==> config.mk <==
export PLATFORM = sky130hd
export DESIGN_NAME = o_ddr_tx_ctrl
export DESIGN_NICKNAME = d
export VERILOG_FILES = /design/src/rtl/o_ddr_tx_ctrl.sv
export SDC_FILE = /design/constraint.sdc
export NUM_CORES = 1
export LEC_CHECK = 0
export BUFFER_PORTS_ARGS = -buffer_cell sky130_fd_sc_hd__buf_2
export CORE_MARGIN = 10
export CORE_UTILIZATION = 42
export CTS_BUF_LIST = sky130_fd_sc_hd__clkbuf_8
export CTS_CLUSTER_DIAMETER = 120
export DETAILED_ROUTE_END_ITERATION = 12
export PLACE_DENSITY = 0.65
export SKIP_LAST_GASP = 1
export SYNTH_ARGS = -nofsm -noshare
export SYNTH_HDL_FRONTEND = slang
export SYNTH_SLANG_ARGS = --single-unit
==> constraint.sdc <==
create_clock -name C -period 4.4 [get_ports C]
set_clock_uncertainty 0.05 [all_clocks]
set_input_delay 0.22 -clock C [delete_from_list [all_inputs] [get_ports C]]
set_output_delay 0.22 -clock C [all_outputs]
set_load 0.05 [all_outputs]
==> src/rtl/o_ddr_tx_ctrl.sv <==
// Serializes parallel words into 2-bit pairs for an O_DDR output register, with optional link training.
// Optional training burst support is built when O_DDR_TX_CTRL_TRAIN_EN is defined.
module o_ddr_tx_ctrl #(
    parameter int WIDTH        = 8,
    parameter int TRAIN_CYCLES = 16
) (
    input  logic             C,
    input  logic             R,
    input  logic [WIDTH-1:0] DIN,
    input  logic             DIN_VALID,
    output logic             DIN_READY,
    input  logic             TRAIN_REQ,
    output logic [1:0]       D,
    output logic             E,
    output logic             BUSY,
    output logic             TRAIN_DONE
);

    localparam int PAIRS = WIDTH / 2;
    localparam int MAXC  = (PAIRS > TRAIN_CYCLES) ? PAIRS : TRAIN_CYCLES;
    localparam int CW    = (MAXC > 1) ? $clog2(MAXC) : 1;
    localparam logic [CW-1:0] LAST_PAIR = CW'(PAIRS - 1);
`ifdef O_DDR_TX_CTRL_TRAIN_EN
    localparam logic [CW-1:0] LAST_TRAIN = CW'(TRAIN_CYCLES - 1);
`endif

    typedef enum logic [1:0] {
        S_IDLE  = 2'd0,
        S_SEND  = 2'd1
`ifdef O_DDR_TX_CTRL_TRAIN_EN
        ,
        S_TRAIN = 2'd2
`endif
    } state_t;

    state_t           state_q, state_d;
    logic [CW-1:0]    cnt_q, cnt_d;
    logic [WIDTH-1:0] shreg_q, shreg_d;
    logic [1:0]       d_q, d_d;
    logic             e_q, e_d;
    logic             busy_q, busy_d;
    logic             done_q, done_d;
    logic             rdy_en_q;
    logic             treq;
    logic             accept;

`ifdef O_DDR_TX_CTRL_TRAIN_EN
    assign treq = TRAIN_REQ;
`else
    logic unused_train_req;
    assign unused_train_req = TRAIN_REQ;
    assign treq = 1'b0;
`endif

    // Ready is held off for the first cycle after reset release so no word slips in mid-release.
    always_comb begin
        DIN_READY = rdy_en_q & ~treq &
                    ((state_q == S_IDLE) | ((state_q == S_SEND) & (cnt_q == LAST_PAIR)));
    end

    assign accept = DIN_READY & DIN_VALID;

    always_comb begin
        state_d = state_q;
        cnt_d   = cnt_q;
        shreg_d = shreg_q;
        d_d     = 2'b00;
        e_d     = 1'b0;
        done_d  = 1'b0;
        if (accept) begin
            state_d = S_SEND;
            cnt_d   = '0;
            shreg_d = DIN >> 2;
            d_d     = DIN[1:0];
            e_d     = 1'b1;
        end else begin
            case (state_q)
                S_IDLE: begin
`ifdef O_DDR_TX_CTRL_TRAIN_EN
                    if (treq) begin
                        state_d = S_TRAIN;
                        cnt_d   = '0;
                        d_d     = 2'b01;
                        e_d     = 1'b1;
                    end
`endif
                end
                S_SEND: begin
                    if (cnt_q == LAST_PAIR) begin
                        state_d = S_IDLE;
                        cnt_d   = '0;
`ifdef O_DDR_TX_CTRL_TRAIN_EN
                        // A request held during the word starts training right after its last pair.
                        if (treq) begin
                            state_d = S_TRAIN;
                            d_d     = 2'b01;
                            e_d     = 1'b1;
                        end
`endif
                    end else begin
                        cnt_d   = cnt_q + CW'(1);
                        d_d     = shreg_q[1:0];
                        shreg_d = shreg_q >> 2;
                        e_d     = 1'b1;
                    end
                end
`ifdef O_DDR_TX_CTRL_TRAIN_EN
                S_TRAIN: begin
                    if (cnt_q == LAST_TRAIN) begin
                        state_d = S_IDLE;
                        cnt_d   = '0;
                        done_d  = 1'b1;
                    end else begin
                        cnt_d = cnt_q + CW'(1);
                        d_d   = 2'b01;
                        e_d   = 1'b1;
                    end
                end
`endif
                default: begin
                    state_d = S_IDLE;
                    cnt_d   = '0;
                end
            endcase
        end
        busy_d = (state_d != S_IDLE);
    end

    always_ff @(posedge C or negedge R) begin
        if (!R) begin
            state_q  <= S_IDLE;
            cnt_q    <= '0;
            shreg_q  <= '0;
            d_q      <= 2'b00;
            e_q      <= 1'b0;
            busy_q   <= 1'b0;
            done_q   <= 1'b0;
            rdy_en_q <= 1'b0;
        end else begin
            state_q  <= state_d;
            cnt_q    <= cnt_d;
            shreg_q  <= shreg_d;
            d_q      <= d_d;
            e_q      <= e_d;
            busy_q   <= busy_d;
            done_q   <= done_d;
            rdy_en_q <= 1'b1;
        end
    end

    assign D          = d_q;
    assign E          = e_q;
    assign BUSY       = busy_q;
    assign TRAIN_DONE = done_q;

endmodule

## After elaboration in Yosys (flattened, before gate mapping)

Cells that the tools add are included.

- Bits in writable memories: 0
- Memory bits (read-only): 0
- Memories kept: 0
- Latch bits: 0
- Register bits after elaboration: 19
- Output and inout port bits: 6

- Div/mod/pow operators: 0
- Multipliers: 0
- Reduce and logical (&&, ||, !) cells: 4
- Equal/unequal tests: 4
- Order comparisons: 0
- Shift-type cells: 0
- Bitwise operators: 4
- Muxes and demuxes: 15
- Add/sub/neg operators: 1

Operator list:

| cell | count |
|---|---|
| $mux W8 | 3 |
| $mux W2 | 5 |
| $mux W4 | 2 |
| $pmux W4 S2 | 1 |
| $add A4 B1 Y4 const B | 1 |
| $eq A4 B2 Y1 const B | 1 |
| $ne A2 B2 Y1 const B | 2 |
| $pmux W2 S2 | 1 |
| $reduce_bool A2 Y1 | 2 |
| $and A1 B1 Y1 | 3 |
| $mux W1 | 3 |
| $eq A2 B1 Y1 const B | 1 |
| $logic_not A2 Y1 | 1 |
| $reduce_and A2 Y1 | 1 |
| $or A1 B1 Y1 | 1 |

## Longest topological paths before layout

- Depth after elaboration: 7
- Depth in mapped cells: 6
- Gate-level depth less buffers: 5

## Least setup slack after synthesis

OpenSTA, ideal clock, no wires.

- Path type: register to output
- Start: reg cnt_q[0]
- End: out DIN_READY
- Path slack: 2.521 ns
- Data arrival time: 1.609 ns
- Required time: 4.130 ns
- Cell stages (with the launch flop): 6
- Cells stage by stage: dfrtp_1 -> ha_1 -> or3b_1 -> buf_6 -> nand2_1 -> and3b_1

- Cells in the longest elaborated chain, start to end: 4

Ends and longest elaborated chain:

| what | RTL line | RTL |
|---|---|---|
| start: declaration | 37 | `logic [CW-1:0] cnt_q, cnt_d;` |
| start signal: assignment | 141 | `cnt_q <= cnt_d;` |
| $eq A4 B2 Y1 | 58 | `((state_q == S_IDLE) \| ((state_q == S_SEND) & (cnt_q == LAST_PAIR)));` |
| $and A1 B1 Y1 | 58 |  |
| $or A1 B1 Y1 | 58 |  |
| $and A1 B1 Y1 | 57 | `DIN_READY = rdy_en_q & ~treq &` |
| end: declaration | 11 | `output logic DIN_READY,` |

No other way between the ends.

## Final worst setup path

Same ends and word-level chain as after synthesis.

==> impl_results.rst <==
.. list-table::
   :header-rows: 1

   * - Metric
     - Value
   * - Global-route total usage across every layer
     - 7.59%
   * - RePlAce Congestion
     - 0.697
   * - Pin count of the biggest net entering global routing
     - 18
   * - Critical-path cell list
     - ha_1, or3b_1, nand2_1, and3b_1, buf_2
   * - Clock root buffer
     - sky130_fd_sc_hd__clkbuf_8
   * - First-pass GRT wire length
     - 2480 um
   * - Maximum buffer depth of the clock tree
     - 2
   * - Dominant combinational cell family by area after synthesis
     - compound AO/OA/AOI/OAI gates
   * - Simple-Gate Fraction of Synth Area
     - 12.6%
   * - Data arrival time of the critical path
     - 1.98 ns
   * - Category of the critical setup timing path
     - register to output pin
   * - Cell with the largest stage delay on the worst path
     - sky130_fd_sc_hd__or3b_1
   * - Fraction of layout cells with a size suffix above 1
     - 24.7%
   * - Worst vdd rail ir drop
     - 0.000259 V
   * - Sequential element share of the synthesized area
     - 53.5%
   * - Type of the most critical hold path
     - primary input to register
   * - Residual overflow from global routing
     - 0
   * - Sum of buffers and inverters on the critical path
     - 1
   * - Number of remaining DRC errors
     - 0
   * - Die Outline Area
     - 4030 um2
   * - Cell types occupying the most area after synthesis
     - sky130_fd_sc_hd__dfrtp_1, sky130_fd_sc_hd__o221a_1, sky130_fd_sc_hd__a211o_1
   * - Total number of clock tree sinks
     - 17
   * - Vertical die dimension
     - 63.5 um
   * - CP required
     - 4.13 ns
   * - Average cell area after synthesis
     - 11.7 um2
   * - Max-capacitance violation count
     - 0
   * - Std-Cell Rows
     - 15
   * - Antenna violation net count after detailed routing
     - 0
   * - DP HPWL
     - 1170 um
   * - Final Cycle Share
     - 51.2%
   * - Via count of the routed design
     - 588
   * - CP peak stage delay
     - 0.52 ns
   * - Drt pass-1 iters
     - 4
   * - Number of antenna cells inserted
     - 0
   * - Fraction of post-synthesis cell area in the top cell type by area
     - 53.5%
   * - Clock edge transition at the registers on the reported setup and hold paths
     - 0.07 ns
   * - Complex-gate fraction of the synthesized area
     - 23.8%
   * - Violation count after the first detailed-route iteration
     - 17
   * - Crit-path leading delay family
     - simple AND/OR/NAND/NOR gates
   * - I/O pin count
     - 18
   * - Outcome
     - completed
   * - Critical path startpoint category
     - register
   * - Port-buffer cells
     - 15
   * - Floorplan core area
     - 1760 um2
   * - Utilization after layout
     - 52.9%
   * - Mux cell area share after synthesis
     - 1.26%
   * - Top achievable clock speed
     - 0.444 GHz
   * - Number of pins exceeding their max-slew limit in the final report
     - 0
   * - Clk Latency, worst-skew pair
     - 0.25 ns
   * - Routed len/inst
     - 14.6 um
   * - Critical Path End Type
     - output pin
   * - Power per Cell Area
     - 379 nW/um2
   * - Synthesized netlist cell count
     - 68
   * - Number of antenna violations at the first check in global routing
     - 0
   * - Area share of fa/ha/maj cells after synthesis
     - 1.57%
   * - Top library cells by usage in the layout, fill and taps aside
     - sky130_fd_sc_hd__dfrtp_1, sky130_fd_sc_hd__buf_2, sky130_fd_sc_hd__a21oi_1
   * - Most common cell after layout, fill and taps aside
     - sky130_fd_sc_hd__dfrtp_1
   * - Final count of negative-setup-slack endpoints
     - 0
   * - Vias per std cell
     - 5.35
   * - Initial Utilization
     - 45.0%
   * - Final Hold Fails
     - 0
   * - Total Routed Length
     - 1600 um
   * - CP max FO
     - 9
   * - Synth warnings
     - 0
   * - Cell area after technology mapping
     - 795 um2
   * - X dimension of the die
     - 63.5 um
   * - Area Overhead vs Synth
     - 17.5%
   * - Cell type with the largest total area after synthesis
     - sky130_fd_sc_hd__dfrtp_1
   * - Leak
     - 0.438 nW
   * - TritonCTS clock tree
     - built
   * - Number of global-route vias before repair
     - 585
   * - RSZ-0062 raised after global routing
     - false
   * - Htree depth
     - 1
   * - Number of flip-flops and latches in the synthesized netlist
     - 17
   * - Final min period
     - 2.25 ns
   * - Xor/xnor share of the synthesized area
     - 1.10%
   * - Sum of negative setup slack
     - 0 ns
   * - Synth cell types
     - 30
   * - Post-layout net count
     - 99
   * - CTS buffer count
     - 3
synthesized netlist by cell type, drive strengths merged:
library cell,instances
or3,1
nor3b,1
a211o,4
and3b,3
o21ai,1
nand2,4
o2111ai,2
conb,2
a32o,2
inv,4
a21oi,6
clkbuf,1
buf,3
a22o,1
a211oi,1
ha,1
nand3b,1
or3b,1
dfrtp,17
nand3,3
a311oi,1
xnor2,1
o221a,4
nor2b,2
mux2i,1
where the power goes:
part	switching [mW]	internal [mW]	total (mW)
combinational	0.0316	0.0213	0.0529
sequential	0.0135	0.173	0.186
clock	0.0530	0.0619	0.115
total	0.0981	0.256	0.354
worst reg2reg max path, stage by stage (launching register included):
cell	delay, ns
sky130_fd_sc_hd__dfrtp_1	0.38
sky130_fd_sc_hd__ha_1	0.20
sky130_fd_sc_hd__or3b_1	0.52
sky130_fd_sc_hd__a21oi_4	0.24
sky130_fd_sc_hd__inv_2	0.09
sky130_fd_sc_hd__o221a_1	0.23
state kept, by name (all words and copies together), names as in the netlist:
register and cells:
E 1, rdy_en_q 1, D 2, BUSY 1, cnt_q 4, shreg_q 6, state_q 2
cell type report:
cell class	count	area [um2]
clock inverter	1	3.75
sequential	17	425
tap	25	31.3
timing repair buffer	16	85.1
clock buffer	3	41.3
multi-input combinational	44	332
inverter	4	15.0
fill	176	831
cell families after synthesis:
logic type / count (synthesis)
other: 2
and+or+nand+nor: 16
buffers and inverters: 8
adders and majority gates: 1
xor gates and xnor gates: 1
muxes: 1
DFF: 17
AOI/OAI and AO/OA: 22
worst paths after layout:
kind                       startpoint          to  slack (ns)  depth (start not counted)
hold / removal                 DIN[6]  shreg_q[4]        0.16                          2
setup / recovery             cnt_q[0]   DIN_READY        2.15                          5
min in group asynchronous           R  shreg_q[1]        0.36                          2
max in group asynchronous           R        BUSY        3.66                          2
setup reg to reg             cnt_q[0]  shreg_q[3]        2.59                          5
hold reg to reg            shreg_q[4]  shreg_q[4]        0.46                          1
per-stage QoR:
stage          power (mW)  std cells  cell area (um2)  worst slack [ns]  hold slack (ns)
2_1_floorplan       0.224         69              798              2.52           -0.126
5_1_grt             0.368        110              933              2.02            0.172
3_3_place_gp        0.240        105              878              2.40            0.108
3_5_place_dp        0.242        105              878              2.42            0.113
4_1_cts             0.356        110              933              2.14            0.165
6_report            0.354        110              933              2.15            0.160
repair_timing:
action	4_1_cts	5_1_grt
endpoints found under the hold margin	17	0
resized for setup	0	0
setup buffers	0	0
hold buffers	1	0
routing by layer:
layer / wire (um) / vias to the layer above / GRT usage [%]
met5: 0 / - / 0
met4: 29 / 0 / 4.10
met3: 150 / 4 / 4.42
met2: 718 / 14 / 11.6
met1: 706 / 286 / 8.06
li1: - / 284 / -
No activity file was read; power rests on OpenSTA's default activity.
